==> src/rtl/layer_sequencer_if.sv <==
// Control bundle between the layer sequencer, its requester and the AG/ALU datapath.
// The slave side is the sequencer itself.
interface layer_sequencer_if #(
  parameter int IN_W   = 2,
  parameter int NEUR_W = 2
);
  logic              start;
  logic              busy;
  logic              done;
  logic              AG_rst;
  logic              AG_read;
  logic              ALU_rst;
  logic              ALU_en;
  logic              bias_sel;
  logic [IN_W-1:0]   in_idx;
  logic              out_we;
  logic [NEUR_W-1:0] out_addr;

  modport master (
    output start,
    input  busy, done,
    input  AG_rst, AG_read, in_idx,
    input  ALU_rst, ALU_en, bias_sel,
    input  out_we, out_addr
  );

  modport slave (
    input  start,
    output busy, done,
    output AG_rst, AG_read, in_idx,
    output ALU_rst, ALU_en, bias_sel,
    output out_we, out_addr
  );
endinterface

==> src/rtl/layer_sequencer.sv <==
// Fully-connected layer sequencer: per-neuron clear/issue/drain/write with start/busy/done.
// Define LAYER_SEQ_BIAS_EN to add a bias MAC term after the last input of each neuron.
module layer_sequencer #(
  parameter int NUM_INPUTS  = 4,
  parameter int NUM_NEURONS = 3,
  parameter int MEM_LAT     = 1,
  parameter int IN_W   = (NUM_INPUTS  > 1) ? $clog2(NUM_INPUTS)  : 1,
  parameter int NEUR_W = (NUM_NEURONS > 1) ? $clog2(NUM_NEURONS) : 1
) (
  input logic clk,
  input logic reset,
  layer_sequencer_if.slave bus
);

  localparam int CNT_MAX =
    (NUM_INPUTS > MEM_LAT) ? NUM_INPUTS : MEM_LAT;
  localparam int CNT_W = $clog2(CNT_MAX) + 1;

  localparam logic [CNT_W-1:0] LAST_IN =
    CNT_W'(NUM_INPUTS - 1);
  localparam logic [CNT_W-1:0] LAST_LAT =
    CNT_W'(MEM_LAT - 1);
  localparam logic [NEUR_W-1:0] LAST_N =
    NEUR_W'(NUM_NEURONS - 1);

  typedef enum logic [2:0] {
    S_IDLE,
    S_CLEAR,
    S_ISSUE,
    S_BIAS,
    S_DRAIN,
    S_WRITE,
    S_DONE
  } state_t;

  state_t            state, state_nx;
  logic [CNT_W-1:0]  cnt, cnt_nx;
  logic [NEUR_W-1:0] neuron, neuron_nx;
  logic [MEM_LAT-1:0] pipe_v;
  logic              push_v;
`ifdef LAYER_SEQ_BIAS_EN
  logic [MEM_LAT-1:0] pipe_b;
  logic              push_b;
`endif

  always_ff @(posedge clk) begin
    if (!reset) begin
      state  <= S_IDLE;
      cnt    <= '0;
      neuron <= '0;
      pipe_v <= '0;
`ifdef LAYER_SEQ_BIAS_EN
      pipe_b <= '0;
`endif
    end else begin
      state  <= state_nx;
      cnt    <= cnt_nx;
      neuron <= neuron_nx;
      pipe_v <= MEM_LAT'({pipe_v, push_v});
`ifdef LAYER_SEQ_BIAS_EN
      pipe_b <= MEM_LAT'({pipe_b, push_b});
`endif
    end
  end

  always_comb begin
    state_nx     = state;
    cnt_nx       = cnt;
    neuron_nx    = neuron;
    push_v       = 1'b0;
`ifdef LAYER_SEQ_BIAS_EN
    push_b       = 1'b0;
`endif
    bus.done     = 1'b0;
    bus.AG_rst   = 1'b0;
    bus.AG_read  = 1'b0;
    bus.ALU_rst  = 1'b0;
    bus.in_idx   = '0;
    bus.out_we   = 1'b0;
    unique case (state)
      S_IDLE: begin
        neuron_nx = '0;
        cnt_nx    = '0;
        if (bus.start) state_nx = S_CLEAR;
      end
      S_CLEAR: begin
        bus.AG_rst  = 1'b1;
        bus.ALU_rst = 1'b1;
        cnt_nx      = '0;
        state_nx    = S_ISSUE;
      end
      S_ISSUE: begin
        bus.AG_read = 1'b1;
        bus.in_idx  = IN_W'(cnt);
        push_v      = 1'b1;
        if (cnt == LAST_IN) begin
          cnt_nx = '0;
`ifdef LAYER_SEQ_BIAS_EN
          state_nx = S_BIAS;
`else
          state_nx = S_DRAIN;
`endif
        end else begin
          cnt_nx = cnt + 1'b1;
        end
      end
`ifdef LAYER_SEQ_BIAS_EN
      S_BIAS: begin
        push_v   = 1'b1;
        push_b   = 1'b1;
        state_nx = S_DRAIN;
      end
`endif
      // Hold off the write until the last term has left the delay pipe
      S_DRAIN: begin
        if (cnt == LAST_LAT) begin
          cnt_nx   = '0;
          state_nx = S_WRITE;
        end else begin
          cnt_nx = cnt + 1'b1;
        end
      end
      S_WRITE: begin
        bus.out_we = 1'b1;
        if (neuron == LAST_N) begin
          state_nx = S_DONE;
        end else begin
          neuron_nx = neuron + 1'b1;
          state_nx  = S_CLEAR;
        end
      end
      S_DONE: begin
        bus.done  = 1'b1;
        neuron_nx = '0;
        state_nx  = S_IDLE;
      end
      default: state_nx = S_IDLE;
    endcase
  end

  assign bus.busy     = (state != S_IDLE);
  assign bus.out_addr = neuron;
  assign bus.ALU_en   = pipe_v[MEM_LAT-1];
`ifdef LAYER_SEQ_BIAS_EN
  assign bus.bias_sel = pipe_b[MEM_LAT-1];
`else
  assign bus.bias_sel = 1'b0;
`endif

endmodule

==> src/flat_wrapper.sv <==
// flat-port wrapper written by rule: the top's interface ports become plain ports
module layer_sequencer_flat 
#(
  parameter int NUM_INPUTS  = 4,
  parameter int NUM_NEURONS = 3,
  parameter int MEM_LAT     = 1,
  parameter int IN_W   = (NUM_INPUTS  > 1) ? $clog2(NUM_INPUTS)  : 1,
  parameter int NEUR_W = (NUM_NEURONS > 1) ? $clog2(NUM_NEURONS) : 1
)
  (clk, reset, bus_start, bus_busy, bus_done, bus_AG_rst, bus_AG_read, bus_in_idx, bus_ALU_rst, bus_ALU_en, bus_bias_sel, bus_out_we, bus_out_addr);
  layer_sequencer_if #(.IN_W(IN_W), .NEUR_W(NEUR_W)) bus_i ();
  input logic clk;
  input logic reset;
  input wire logic [$bits(bus_i.start)-1:0] bus_start;
  output wire logic [$bits(bus_i.busy)-1:0] bus_busy;
  output wire logic [$bits(bus_i.done)-1:0] bus_done;
  output wire logic [$bits(bus_i.AG_rst)-1:0] bus_AG_rst;
  output wire logic [$bits(bus_i.AG_read)-1:0] bus_AG_read;
  output wire logic [$bits(bus_i.in_idx)-1:0] bus_in_idx;
  output wire logic [$bits(bus_i.ALU_rst)-1:0] bus_ALU_rst;
  output wire logic [$bits(bus_i.ALU_en)-1:0] bus_ALU_en;
  output wire logic [$bits(bus_i.bias_sel)-1:0] bus_bias_sel;
  output wire logic [$bits(bus_i.out_we)-1:0] bus_out_we;
  output wire logic [$bits(bus_i.out_addr)-1:0] bus_out_addr;
  assign bus_i.start = bus_start;
  assign bus_busy = bus_i.busy;
  assign bus_done = bus_i.done;
  assign bus_AG_rst = bus_i.AG_rst;
  assign bus_AG_read = bus_i.AG_read;
  assign bus_in_idx = bus_i.in_idx;
  assign bus_ALU_rst = bus_i.ALU_rst;
  assign bus_ALU_en = bus_i.ALU_en;
  assign bus_bias_sel = bus_i.bias_sel;
  assign bus_out_we = bus_i.out_we;
  assign bus_out_addr = bus_i.out_addr;
  layer_sequencer #(.NUM_INPUTS(NUM_INPUTS), .NUM_NEURONS(NUM_NEURONS), .MEM_LAT(MEM_LAT), .IN_W(IN_W), .NEUR_W(NEUR_W)) u_core (.clk(clk), .reset(reset), .bus(bus_i));
endmodule
==> config.mk <==
export PLATFORM = sky130hd
export DESIGN_NAME = layer_sequencer_flat
export DESIGN_NICKNAME = d
export VERILOG_FILES = /design/src/rtl/layer_sequencer_if.sv /design/src/rtl/layer_sequencer.sv /design/src/flat_wrapper.sv
export SDC_FILE = /design/constraint.sdc
export NUM_CORES = 1
export LEC_CHECK = 0
export ABC_AREA = 1
export CAP_MARGIN = 5
export CORE_AREA = 2 2 39 41
export DETAILED_ROUTE_END_ITERATION = 10
export DIE_AREA = 0 0 41 43
export PLACE_DENSITY = 0.75
export SLEW_MARGIN = 0
export SYNTH_ARGS = -nofsm -noshare
export SYNTH_HDL_FRONTEND = slang
export SYNTH_SLANG_ARGS = --single-unit
==> constraint.sdc <==
create_clock -name clk -period 2.8 [get_ports clk]
set_input_delay 0.28 -clock clk [delete_from_list [all_inputs] [get_ports clk]]
set_output_delay 0.28 -clock clk [all_outputs]
set_load 0.005 [all_outputs]
==> results.py <==
metrics = {
    "yosys": {
        "async_reset_ff_share_pct": 0,
        "synth_xor_area_share_pct": 0,
        "synth_mux_area_share_pct": 0,
        "synth_compound_area_share_pct": 9.071,
        "synthSimpleGateAreaFrac_pct": 33.41,
        "synth.distinct_cells": 20,
        "synthAdderAreaFrac_pct": 11.06,
        "synth-edff-count": 0,
        "synth_top_family_by_area": "simple AND/OR/NAND/NOR gates",
        "seq_area_frac_synth_pct": 31.86,
        "ys_warn_count": 0,
        "syn-cell-area_um2": 565.5,
        "synth-main-ff-cell": "dfxtp_1",
        "syn-mean-instance-area_um2": 6.576,
        "syn-num-nets": 94,
        "syn_inst": 86,
        "synth_seq_cells": 9,
    },
    "layout": {
        "nFillCells": 154,
        "final_cell_area_um2": 726.9,
        "layout_commonest_cell": "nor2_1",
        "multiInputGateArea_um2": 306.5,
        "area_delta_synth_final_pct": 28.54,
        "regArea_um2": 180.2,
        "postLayoutCoreUtil_pct": 52.53,
        "antenna_cells": 0,
        "drive_gt1_share_pct": 7.921,
        "final_cells": 117,
        "layout_common_cells": "nor2_1, inv_1, nand2_1",
        "nNetsFinal": 110,
    },
    "place": {
        "port_buffers": 13,
        "dpl_cell_area_um2": 700.7,
        "place.gp.congestion": 0.7750,
        "placed_cells": 113,
        "dp.final_hpwl_um": 893.4,
    },
    "critical_path": {
        "criticalPathCategory": "reg -> out",
        "cp-end-kind": "output pin",
        "critPathLaunchType": "register",
        "cp.required_ns": 2.52,
        "crit_arrival_ns": 1.74,
        "path_max_fanout": 7,
    },
    "power_and_ir_drop": {
        "p_leak_nw": 0.3362,
        "p_per_area_mw_per_mm2": 872.2,
        "finalPower_mw": 0.6341,
        "irDropWorstVdd_mv": 0.4197,
    },
    "global_routing": {
        "antenna_found_initial": 0,
        "globalRouteTotalUtil_pct": 15.47,
        "grt_pass1_vias": 474,
        "grt_max_degree": 8,
        "grt.overflow.total": 0,
        "grt_pass1_wl_um": 1883,
    },
    "clocking": {
        "cts.path.max_buffers": 2,
        "holdBufCountCts": 0,
        "cts_root_buf": "clkbuf_4",
        "clk_latency_ns": 0.26,
        "cts_resized": 0,
        "cts_max_level": 1,
        "cts_tree": "yes",
        "cts_setup_buffers": 0,
        "clkSinkCount": 9,
        "cts.clk_slew.worst_paths_ns": 0.06,
        "cts_inserted_buffers": 3,
    },
    "sta": {
        "rsz0062_at_grt": "no",
        "finalSetupTns_ns": 0,
        "slew_viol_final": 0,
        "hold_viol": 0,
        "fmax_mhz": 494.1,
        "finalSetupViolations": 0,
        "fin_crit_ns": 2.024,
        "period_share_pct": 72.28,
        "skew_ns": 0.001262,
    },
    "routing": {
        "top_layer_used": "met4",
        "wl_per_cell_um": 9.632,
        "drt_iter0_drc": 15,
        "dr.pass1.iters": 4,
        "wl_um": 1127,
        "drc": 0,
        "viasPerCell": 4.906,
        "route.vias.total": 574,
        "dr_wl_met3_um": 58,
        "drt.antenna.violating_nets": 0,
        "met1Wirelength_um": 526,
        "dr_wl_met2_um": 526,
    },
    "die": {
        "start_util_pct": 40.87,
        "die_area_mm2": 0.001763,
        "pin_count": 15,
        "die_h_um": 43,
        "rows": 14,
        "die_x_um": 41,
        "core_area_mm2": 0.001384,
    },
    "worst_hold_path": {
        "min_path_type": "reg -> reg",
    },
    "status": {
        "outcome": "completed",
    },
    "job": {
        "maxCapViolations": 0,
    },
}
## cells by family (layout without fill, tap and decap cells)
kind of cell | Yosys count | after routing
simple gates | 44 | 44
buf+inv | 19 | 34
flops | 9 | 9
compound gates | 8 | 8
fa+ha+maj | 5 | 5
other cells | 1 | 1
## final timing paths
path                                start  cells after the start  slack (ns)                      endpoint
max          u_core.state[2]$_SDFFE_PN0P_                      4        0.78                 bus_in_idx[1]
min            u_core.cnt[1]$_SDFFE_PN0P_                      2        0.49    u_core.cnt[1]$_SDFFE_PN0P_
max reg2reg    u_core.cnt[0]$_SDFFE_PN0P_                      8        1.49  u_core.state[2]$_SDFFE_PN0P_
min reg2reg    u_core.cnt[1]$_SDFFE_PN0P_                      2        0.49    u_core.cnt[1]$_SDFFE_PN0P_
## power by group
group	switching (mW)	leakage, nW	internal [mW]
Combinational	0.182	0.248	0.155
Clock	0.0451	0.0150	0.0549
Sequential	0.0359	0.0737	0.162
Total	0.263	0.336	0.371
## sequential cells by signal, indices dropped and copies added, names as in the netlist
name,cells
u_core.bus.ALU_en,1
u_core.state,3
u_core.cnt,3
u_core.bus.out_addr,2
## critical path: stages (launching register included)
cell and delay, ns:
dfxtp_1 0.37, nor2_1 0.24, nand2_1 0.22, nor2_1 0.15, clkdlybuf4s50_1 0.51
## synthesized netlist by cell type (all sizes together), types with 2 or more instances
library cell / count / area share (%)
a21oi: 4 / 3.5
nand2: 16 / 11
inv: 16 / 11
ha: 5 / 11
dfxtp: 9 / 32
o21ai: 2 / 2.4
nor2: 18 / 13
buf: 2 / 2.7
nand3: 7 / 6.2
## layer usage
layer | track usage, % | up-vias
li1 | - | 293
met1 | 20.72 | 263
met2 | 22.50 | 14
met3 | 3.141 | 4
met4 | 8.000 | 0
met5 | 0 | -
## metrics by stage
| stage | hold slack [ns] | worst slack, ns |
|---|---|---|
| after CTS | 0.4899 | 0.7766 |
| after global placement | 0.4703 | 1.132 |
| after detailed placement | 0.4799 | 1.059 |
| after global routing | 0.5219 | 0.6295 |
| final | 0.4899 | 0.7763 |
| after floorplan | 0.4004 | 1.622 |
## final cells by class
cell class	instances	share of cell area, %
Tap cell	16	2.754
Timing Repair Buffer	13	17.90
Multi-Input combinational cell	58	42.17
Sequential cell	9	24.78
Inverter	17	8.778
Clock buffer	4	3.614
No activity file was read; power rests on OpenSTA's default activity.
